### src/rtl/ym_pkg.sv
// rtl/ym_pkg.sv - shared FSM states and phase counter types for the YM2151 write sequencer
package ym_pkg;

   localparam int PHASE_CNT_W = 16;

   typedef logic [PHASE_CNT_W-1:0] phase_cnt_t;

   typedef enum logic [2:0] {
      ST_IDLE,
      ST_ADDR_WR,
      ST_GAP,
      ST_DATA_WR,
      ST_BUSY_WAIT
   } ym_state_t;

   // Down-counting phases load "cycles - 1" so the phase ends when the counter reads zero.
   function automatic phase_cnt_t cnt_load(input int cycles);
      return phase_cnt_t'(cycles - 1);
   endfunction

endpackage

### src/rtl/ym_write_sequencer_if.sv
// rtl/ym_write_sequencer_if.sv - requester handshakes and YM2151 CPU-side write port
interface ym_write_sequencer_if;

   logic       r0_valid;
   logic       r0_ready;
   logic [7:0] r0_addr;
   logic [7:0] r0_data;

   logic       r1_valid;
   logic       r1_ready;
   logic [7:0] r1_addr;
   logic [7:0] r1_data;

   logic       ym_cs_n;
   logic       ym_wr_n;
   logic       ym_a0;
   logic [7:0] ym_dout;
   logic       ym_busy;

   // Requester / YM-core side
   modport master (
      output r0_valid, r0_addr, r0_data,
      output r1_valid, r1_addr, r1_data,
      input  r0_ready, r1_ready,
      input  ym_cs_n, ym_wr_n, ym_a0, ym_dout,
      output ym_busy
   );

   // Sequencer side
   modport slave (
      input  r0_valid, r0_addr, r0_data,
      input  r1_valid, r1_addr, r1_data,
      output r0_ready, r1_ready,
      output ym_cs_n, ym_wr_n, ym_a0, ym_dout,
      input  ym_busy
   );

endinterface

### src/rtl/ym_rr_arbiter.sv
// rtl/ym_rr_arbiter.sv - two-way round-robin arbiter with one-hot grant
module ym_rr_arbiter (
   input  logic [1:0] valid,
   input  logic       last_grant,
   output logic [1:0] grant
);

   // A lone requester always wins; on a tie the one not served last wins.
   always_comb begin
      grant = valid;
      if (valid == 2'b11) begin
         grant = last_grant ? 2'b01 : 2'b10;
      end
   end

endmodule

### src/rtl/ym_write_sequencer.sv
// rtl/ym_write_sequencer.sv - shares the YM2151 write port between CPU and music player
module ym_write_sequencer
   import ym_pkg::*;
#(
   parameter int WR_CYCLES   = 4,
   parameter int GAP_CYCLES  = 12,
   parameter int BUSY_SETTLE = 8,
   parameter int TIMEOUT     = 4095
) (
   input  logic                 sys_clk,
   input  logic                 sys_rst,
   ym_write_sequencer_if.slave  bus,
   output logic                 idle,
   output logic                 last_grant,
   output logic                 timeout_err,
   input  logic                 timeout_clr
);

   localparam phase_cnt_t WR_LOAD      = cnt_load(WR_CYCLES);
   localparam phase_cnt_t GAP_LOAD     = cnt_load(GAP_CYCLES);
   localparam phase_cnt_t SETTLE_LAST  = cnt_load(BUSY_SETTLE);
   localparam phase_cnt_t TIMEOUT_LAST = cnt_load(TIMEOUT);

   ym_state_t  state;
   phase_cnt_t phase_cnt;
   logic [7:0] data_q;
   logic [1:0] grant;
   logic       accept;

   ym_rr_arbiter u_arb (
      .valid      ({bus.r1_valid, bus.r0_valid}),
      .last_grant (last_grant),
      .grant      (grant)
   );

   // Grants are only offered while idle, so a requester is never accepted mid-write.
   assign bus.r0_ready = (state == ST_IDLE) && grant[0];
   assign bus.r1_ready = (state == ST_IDLE) && grant[1];
   assign accept       = (state == ST_IDLE) && (grant != 2'b00);
   assign idle         = (state == ST_IDLE);

   // Write FSM: address strobe, gap, data strobe, then busy wait with settle window and timeout.
   always_ff @(posedge sys_clk or posedge sys_rst) begin
      if (sys_rst) begin
         state       <= ST_IDLE;
         phase_cnt   <= '0;
         data_q      <= '0;
         last_grant  <= 1'b1;
         timeout_err <= 1'b0;
         bus.ym_cs_n <= 1'b1;
         bus.ym_wr_n <= 1'b1;
         bus.ym_a0   <= 1'b0;
         bus.ym_dout <= '0;
      end else begin
         // A timeout set further down overrides a clear in the same cycle.
         if (timeout_clr) begin
            timeout_err <= 1'b0;
         end
         unique case (state)
            ST_IDLE: begin
               if (accept) begin
                  last_grant  <= grant[1];
                  bus.ym_dout <= grant[1] ? bus.r1_addr : bus.r0_addr;
                  data_q      <= grant[1] ? bus.r1_data : bus.r0_data;
                  bus.ym_a0   <= 1'b0;
                  bus.ym_cs_n <= 1'b0;
                  bus.ym_wr_n <= 1'b0;
                  phase_cnt   <= WR_LOAD;
                  state       <= ST_ADDR_WR;
               end
            end
            ST_ADDR_WR: begin
               if (phase_cnt == '0) begin
                  bus.ym_cs_n <= 1'b1;
                  bus.ym_wr_n <= 1'b1;
                  phase_cnt   <= GAP_LOAD;
                  state       <= ST_GAP;
               end else begin
                  phase_cnt <= phase_cnt - phase_cnt_t'(1);
               end
            end
            ST_GAP: begin
               if (phase_cnt == '0) begin
                  bus.ym_a0   <= 1'b1;
                  bus.ym_dout <= data_q;
                  bus.ym_cs_n <= 1'b0;
                  bus.ym_wr_n <= 1'b0;
                  phase_cnt   <= WR_LOAD;
                  state       <= ST_DATA_WR;
               end else begin
                  phase_cnt <= phase_cnt - phase_cnt_t'(1);
               end
            end
            ST_DATA_WR: begin
               if (phase_cnt == '0) begin
                  bus.ym_cs_n <= 1'b1;
                  bus.ym_wr_n <= 1'b1;
                  phase_cnt   <= '0;
                  state       <= ST_BUSY_WAIT;
               end else begin
                  phase_cnt <= phase_cnt - phase_cnt_t'(1);
               end
            end
            ST_BUSY_WAIT: begin
               // The counter now counts up from entry: busy is trusted only after the
               // settle window, and the wait is cut off on its TIMEOUT-th cycle.
               if ((phase_cnt >= SETTLE_LAST) && !bus.ym_busy) begin
                  state <= ST_IDLE;
               end else if (phase_cnt == TIMEOUT_LAST) begin
                  timeout_err <= 1'b1;
                  state       <= ST_IDLE;
               end else begin
                  phase_cnt <= phase_cnt + phase_cnt_t'(1);
               end
            end
            default: begin
               state <= ST_IDLE;
            end
         endcase
      end
   end

endmodule

### src/flat_wrapper.sv
// flat-port wrapper written by rule: the top's interface ports become plain ports
module ym_write_sequencer_flat import ym_pkg::*;
#(
   parameter int WR_CYCLES   = 4,
   parameter int GAP_CYCLES  = 12,
   parameter int BUSY_SETTLE = 8,
   parameter int TIMEOUT     = 4095
)
  (sys_clk, sys_rst, idle, last_grant, timeout_err, timeout_clr, bus_r0_valid, bus_r0_addr, bus_r0_data, bus_r1_valid, bus_r1_addr, bus_r1_data, bus_r0_ready, bus_r1_ready, bus_ym_cs_n, bus_ym_wr_n, bus_ym_a0, bus_ym_dout, bus_ym_busy);
  ym_write_sequencer_if bus_i ();
  input  logic sys_clk;
  input  logic sys_rst;
  output logic idle;
  output logic last_grant;
  output logic timeout_err;
  input  logic timeout_clr;
  input wire logic [$bits(bus_i.r0_valid)-1:0] bus_r0_valid;
  input wire logic [$bits(bus_i.r0_addr)-1:0] bus_r0_addr;
  input wire logic [$bits(bus_i.r0_data)-1:0] bus_r0_data;
  input wire logic [$bits(bus_i.r1_valid)-1:0] bus_r1_valid;
  input wire logic [$bits(bus_i.r1_addr)-1:0] bus_r1_addr;
  input wire logic [$bits(bus_i.r1_data)-1:0] bus_r1_data;
  output wire logic [$bits(bus_i.r0_ready)-1:0] bus_r0_ready;
  output wire logic [$bits(bus_i.r1_ready)-1:0] bus_r1_ready;
  output wire logic [$bits(bus_i.ym_cs_n)-1:0] bus_ym_cs_n;
  output wire logic [$bits(bus_i.ym_wr_n)-1:0] bus_ym_wr_n;
  output wire logic [$bits(bus_i.ym_a0)-1:0] bus_ym_a0;
  output wire logic [$bits(bus_i.ym_dout)-1:0] bus_ym_dout;
  input wire logic [$bits(bus_i.ym_busy)-1:0] bus_ym_busy;
  assign bus_i.r0_valid = bus_r0_valid;
  assign bus_i.r0_addr = bus_r0_addr;
  assign bus_i.r0_data = bus_r0_data;
  assign bus_i.r1_valid = bus_r1_valid;
  assign bus_i.r1_addr = bus_r1_addr;
  assign bus_i.r1_data = bus_r1_data;
  assign bus_r0_ready = bus_i.r0_ready;
  assign bus_r1_ready = bus_i.r1_ready;
  assign bus_ym_cs_n = bus_i.ym_cs_n;
  assign bus_ym_wr_n = bus_i.ym_wr_n;
  assign bus_ym_a0 = bus_i.ym_a0;
  assign bus_ym_dout = bus_i.ym_dout;
  assign bus_i.ym_busy = bus_ym_busy;
  ym_write_sequencer #(.WR_CYCLES(WR_CYCLES), .GAP_CYCLES(GAP_CYCLES), .BUSY_SETTLE(BUSY_SETTLE), .TIMEOUT(TIMEOUT)) u_core (.sys_clk(sys_clk), .sys_rst(sys_rst), .bus(bus_i), .idle(idle), .last_grant(last_grant), .timeout_err(timeout_err), .timeout_clr(timeout_clr));
endmodule
### config.mk
export PLATFORM = sky130hd
export DESIGN_NAME = ym_write_sequencer_flat
export DESIGN_NICKNAME = d
export VERILOG_FILES = /design/src/rtl/ym_pkg.sv /design/src/rtl/ym_write_sequencer_if.sv /design/src/rtl/ym_rr_arbiter.sv /design/src/rtl/ym_write_sequencer.sv /design/src/flat_wrapper.sv
export SDC_FILE = /design/constraint.sdc
export NUM_CORES = 1
export LEC_CHECK = 0
export CAP_MARGIN = 20
export CORE_MARGIN = 4
export CORE_UTILIZATION = 41
export CTS_CLUSTER_SIZE = 20
export DETAILED_ROUTE_END_ITERATION = 12
export PLACE_DENSITY = 0.74
export SLEW_MARGIN = 20
export SYNTH_ARGS = -nofsm -noshare
export SYNTH_HDL_FRONTEND = slang
export SYNTH_SLANG_ARGS = --single-unit
### constraint.sdc
create_clock -name sys_clk -period 3.4 [get_ports sys_clk]
set_input_delay 1.02 -clock sys_clk [delete_from_list [all_inputs] [get_ports sys_clk]]
set_output_delay 1.02 -clock sys_clk [all_outputs]
set_load 0.005 [all_outputs]
**After elaboration in Yosys (flattened, before gate mapping)**

Index checks and enable logic that the tools add are counted.

- Bits in registers: 39
- Word-level logic and storage cells: 72

- Add/subtract/negate cells: 2
- Order comparisons: 1
- Equality and inequality tests: 14
- Multiplexer cells: 30
- Reductions and logical operators: 17

Operators with widths:

| kind | count |
|---|---|
| $mux W16 | 6 |
| $pmux W16 S5 | 1 |
| $mux W8 | 4 |
| $mux W3 | 6 |
| $add A16 B1 Y16 const B | 1 |
| $eq A16 B12 Y1 const B | 1 |
| $ge A16 B3 Y1 const B | 1 |
| $logic_not A16 Y1 | 1 |
| $pmux W8 S2 | 1 |
| $sub A16 B1 Y16 const B | 1 |
| $pmux W3 S5 | 1 |
| $ne A2 B1 Y1 const B | 5 |
| $reduce_and A4 Y1 | 2 |
| $mux W1 | 7 |
| $eq A3 B2 Y1 const B | 2 |
| $reduce_and A5 Y1 | 1 |
| $reduce_bool A5 Y1 | 1 |
| $logic_and A1 B1 Y1 | 4 |
| $mux W2 | 2 |
| $ne A2 B2 Y1 const B | 2 |
| $reduce_bool A2 Y1 | 2 |
| $eq A3 B1 Y1 const B | 1 |
| $eq A3 B3 Y1 const B | 1 |
| $logic_not A3 Y1 | 1 |
| 9 further kinds | 9 |

**Logic depth before layout (Yosys ltp)**

- Depth after elaboration: 6
- Mapped depth: 9
- Gate-level depth less buffers: 8

**Modules after synthesis**

Synthesis repeated with hierarchy kept, for this count alone.

- Cell total of the unflattened synthesis: 315
- Area, all modules: 2,662.6 sq um

By module, submodules not included:

| module | instances | cells each | area each (sq um) |
|---|---|---|---|
| ym_write_sequencer | 1 | 312 | 2,643.8 |
| ym_rr_arbiter | 1 | 3 | 18.8 |

**Worst setup path after synthesis**

No wires, ideal clock.

- Path type: input to output
- Start point: input bus_r1_valid
- End point: output bus_r1_ready
- Arrival time: 1,837 ps
- Data required time: 2,380 ps
- Setup slack: 543 ps
- Stages on the path: 4
- Path buffers: 2
- Path through: a21boi_0 buf_2 buf_2 and2_1

- Cells in the longest elaborated chain, start to end: 3

RTL lines:

| what | line | source |
|---|---|---|
| from (decl) | flat_wrapper.sv:20 | `input wire logic [$bits(bus_i.r1_valid)-1:0] bus_r1_valid;` |
| $eq A2 B2 Y1 | ym_rr_arbiter.sv:11 | `if (valid == 2'b11) begin` |
| $mux W2 * | ym_rr_arbiter.sv:11 |  |
| $logic_and A1 B1 Y1 * | ym_write_sequencer.sv:38 | `assign bus.r1_ready = (state == ST_IDLE) && grant[1];` |
| to (decl) | flat_wrapper.sv:24 | `output wire logic [$bits(bus_i.r1_ready)-1:0] bus_r1_ready;` |

Every way passes the cells marked *; elsewhere a longest branch is shown, timed or not.

**Worst setup path in the final report**

- Start point: input bus_r1_valid
- End point: output bus_r0_ready

- Cells in the longest elaborated chain, start to end: 3

RTL lines:

| what | line | source |
|---|---|---|
| $eq A2 B2 Y1 | ym_rr_arbiter.sv:11 |  |
| $mux W2 | ym_rr_arbiter.sv:11 |  |
| $logic_and A1 B1 Y1 | ym_write_sequencer.sv:37 | `assign bus.r0_ready = (state == ST_IDLE) && grant[0];` |
| to (decl) | flat_wrapper.sv:23 | `output wire logic [$bits(bus_i.r0_ready)-1:0] bus_r0_ready;` |

No other way between the ends.

==> summary.md <==
| Metric | Value |
|---|---|
| Final setup viols | `0` |
| Antenna Cells | `0` |
| Synth cell types | `53` |
| Max-Cap Viols | `0` |
| Leakage power | `around 1.3 nW` |
| Seq/Total Area, Yosys | `37.8%` |
| Root buf cell | `clkbuf_8` |
| Slew Limit Headroom | `around a third` |
| Worst setup SP type | `input port` |
| Final Total Pwr | `2.85 mW` |
| Buffers on Ports | `between 50 and 60` |
| Worst path cell trace | `clkdlybuf4s50_1, nand2b_1, and3_1, clkdlybuf4s50_1` |
| Largest net degree at the start of global routing | `40` |
| Vias | `roughly 2400` |
| Clock sinks | `39` |
| Unrepaired setup endpoints after global routing | `false` |
| Min-Delay Startpoint | `u_core.bus.ym_dout[2]$_DFFE_PP0P_` |
| Mapped cell area | `between 2000 and 3000 um2` |
| Reg-to-reg endpoint | `u_core.phase_cnt[2]$_DFFE_PP0P_` |
| Sw Ratio | `between 40% and 50%` |
| Final period util | `a little over nine tenths` |
| Ys flop type | `dfrtp_1` |
| CP Max Fanout | `3` |
| Grt ovf | `0` |
| CP most frequent cell | `clkdlybuf4s50_1` |
| Total Wirelength | `6.77 mm` |
| Drt pass-1 iters | `4` |
| Status | `completed` |
| CTS max path bufs | `2` |
| Syn avg cell area | `8.48 um2` |
| Comb power frac | `around 51%` |
| Syn_nets | `around 350` |
| Post-DP HPWL | `between 4 and 5 mm` |
| Dominant cell type by area after synthesis | `dfrtp_1` |
| Routed len/inst | `about 16 um` |
| Post-CTS Setup Inserts | `0` |
| Die height | `around 87 um` |
| Vias per inst | `about 5.8` |
| Initial antenna violation count | `0` |
| Reg-to-reg startpoint | `u_core.phase_cnt[0]$_DFFE_PP0P_` |
| GRT Overall Usage | `a little under a fifth` |
| Area Growth Syn to Fin | `25.9%` |
| DRC Markers | `0` |
| Post-route cell area | `between 3000 and 4000 um2` |
| R2r setup slk | `between 0.9 and 1 ns` |
| Initial Util | `between 40% and 50%` |
| FF+latch count, synth | `39` |
| Hold violation count in the final report | `0` |
| Net Switching | `between 1 and 1.5 mW` |
| Upper clock frequency limit | `approximately 310 MHz` |
| Required time of the critical path | `approximately 2.4 ns` |
| Int Pwr | `1.59 mW` |
| CTS H-tree lvls | `2` |
| Worst setup path startpoint | `bus_r1_valid` |
| Post-synth EDFFs | `0` |
| CTS tree | `done` |
| Post-route ant nets | `0` |
| Chip width | `slightly below 90 um` |
| CORE AREA | `roughly 6000 um2` |
| Worst r2r path cells | `7` |
| Slew Viols, Final | `0` |
| Area after DPL | `about 3100 um2` |
| Vias in the first global route | `around 2300` |
| Post-synthesis cell count | `between 300 and 400` |
| Crit end category | `output pin` |
| Cell Pwr Density | `around 880 nW/um2` |
| DRT iter0 DRCs | `around 160` |
| Top cells by area, synth | `dfrtp_1, mux2i_1, nor2_1, a21oi_1, nand2_1` |
| Layout cells sized above 1 | `roughly 7.2%` |
| Slowest CP cell | `clkdlybuf4s50_1` |
| Worst Path Arrival | `~2.2 ns` |
| TritonCTS Buffers | `5` |
| Global-route wire length before repair | `approximately 11 mm` |
| Clk pin slew, worst setup/hold paths | `0.08 ns` |
| Clock period minus worst slack | `around 3.2 ns` |
| Slew @ Worst Pin | `between 0.9 and 1 ns` |
| Hold Crit Depth | `2` |
| Fin Clk Skew | `0.00515 ns` |
| Crit path largest cell delay | `0.49 ns` |
| Peak supply drop | `0.000455 V` |
| Hold EP | `u_core.bus.ym_dout[2]$_DFFE_PP0P_` |
| Yosys Warn Count | `0` |
| FFs w/ async S/R, synth | `100%` |
| Worst-Skew Late Latency | `around 0.30 ns` |
| Routability cong. | `approximately 0.84` |
| Min-Delay Path Class | `reg -> reg` |
| Seq pwr share | `between 30 and 40%` |
| Io pins | `54` |
| # rows | `28` |
| Area share of the largest cell type after synthesis | `a little over a third` |
| Clock share of power | `between 10% and 20%` |
| Die Footprint | `between 7000 and 8000 um2` |
| Nets@finish | `388` |
| Crit path kind | `in -> out` |
==> power groups by stage <==
stage / combinational, mW / sequential, mW / clock, mW
4_1_cts: 1.47 / 0.963 / 0.420
3_5_place_dp: 1.46 / 0.970 / 0
6_report: 1.47 / 0.968 / 0.418
2_1_floorplan: 1.13 / 0.807 / 0
3_3_place_gp: 1.43 / 0.962 / 0
5_1_grt: 1.65 / 1.01 / 0.447
==> per-layer routing <==
metal	part of all wire (%)	track usage (%)
met5	0	0
met4	0.96	4.88
met3	6.4	3.97
met2	46	27.3
met1	47	27.5
==> cell type report <==
cell class	instances	area, um2
clock buffer	6	82.6
tap	75	93.8
multi-input combinational	238	1480
timing repair buffer	58	569
clock inverter	2	38.8
sequential	39	978
fill	559	2770
inverter	4	15.0
==> Yosys cell counts (5+ instances only) <==
master,n
a21oi_1,29
buf_2,10
clkbuf_1,11
dfrtp_1,37
mux2i_1,17
nand2_1,29
nand3_1,11
nor2_1,40
o21ai_0,20
o21ai_1,9
o22ai_1,5
==> layout by cell type, fill, tap and decap left out, types with 2 or more instances in the layout <==
| master | Yosys | final |
|---|---|---|
| o21ai_1 | 9 | 9 |
| o21ai_0 | 20 | 20 |
| nor4_4 | 3 | 3 |
| xor2_1 | 2 | 2 |
| a22o_1 | 4 | 4 |
| a22oi_1 | 4 | 4 |
| xnor2_1 | 4 | 4 |
| a21oi_1 | 29 | 29 |
| a221o_1 | 2 | 2 |
| a32o_1 | 3 | 3 |
| a32oi_1 | 2 | 2 |
| and2_1 | 4 | 4 |
| inv_1 | 4 | 4 |
| clkbuf_8 | 0 | 6 |
| nand2_1 | 29 | 29 |
| a31oi_1 | 3 | 3 |
| nor4_1 | 2 | 2 |
| o22ai_1 | 5 | 5 |
| mux2i_1 | 17 | 17 |
| nor2_1 | 40 | 40 |
| clkdlybuf4s50_1 | 0 | 51 |
| nor3_1 | 4 | 4 |
| and4_1 | 2 | 2 |
| nand2b_1 | 3 | 3 |
| o32ai_1 | 2 | 2 |
| dfrtp_1 | 37 | 37 |
| dfstp_2 | 2 | 2 |
| buf_4 | 2 | 5 |
| ha_1 | 4 | 4 |
| or3_1 | 3 | 3 |
| o21a_1 | 2 | 2 |
| a21bo_2 | 2 | 2 |
| and3_1 | 4 | 4 |
| nand3_1 | 11 | 11 |
| nand4_1 | 2 | 2 |
==> registers in the layout, indices dropped and copies added (netlist names) <==
register,cells
u_core.bus.ym_a0,1
u_core.state,3
u_core.phase_cnt,16
u_core.timeout_err,1
u_core.data_q,8
u_core.last_grant,1
u_core.bus.ym_dout,8
u_core.bus.ym_cs_n,1
==> worst max-delay path: cells and delay by family <==
family / cells / cell delay [ns]
buffers and inverters: 2 / 0.93
AND/OR/NAND/NOR: 2 / 0.22
==> cell families after synthesis <==
group                      count (synthesis)  share of synthesized area [%]
and+or+nand+nor                          112                           22.0
AOI/OAI and AO/OA                         98                           24.1
DFF                                       39                           37.8
buffers and inverters                     28                           5.13
muxes                                     18                           7.01
xor gates and xnor gates                   6                           2.03
adders and majority gates                  4                           1.93
==> metrics by stage <==
| step | setup TNS [ns] | utilization, % | std cells | hold WS, ns | worst slack (ns) |
|---|---|---|---|---|---|
| after CTS | 0 | 54.0 | 422 | 0.501 | 0.00436 |
| final | 0 | 54.1 | 422 | 0.494 | 0.204 |
| after floorplan | 0 | - | 305 | 0.477 | 0.543 |
| after global routing | 0 | 54.1 | 422 | 0.515 | 0.149 |
| after detailed placement | -0.00889 | 52.0 | 414 | 0.480 | -0.00889 |
| after global placement | 0 | 52.0 | 414 | 0.471 | 0.0332 |
==> worst max path at each step <==
| stage | to | slack [ns] | cells after the start |
|---|---|---|---|
| detailed placement | bus_r1_ready | -0.009 | 5 |
| CTS | bus_r1_ready | 0.004 | 5 |
| floorplan | bus_r1_ready | 0.54 | 4 |
| finish | bus_r0_ready | 0.20 | 4 |
| global placement | bus_r1_ready | 0.03 | 5 |
| global route | bus_r0_ready | 0.15 | 4 |
==> repair_timing <==
item,CTS,global route
hold buffers,0,0
gates resized for setup,1,1
endpoints found under the setup margin,1,1
Note: power is estimated with default switching activity, not from simulation.
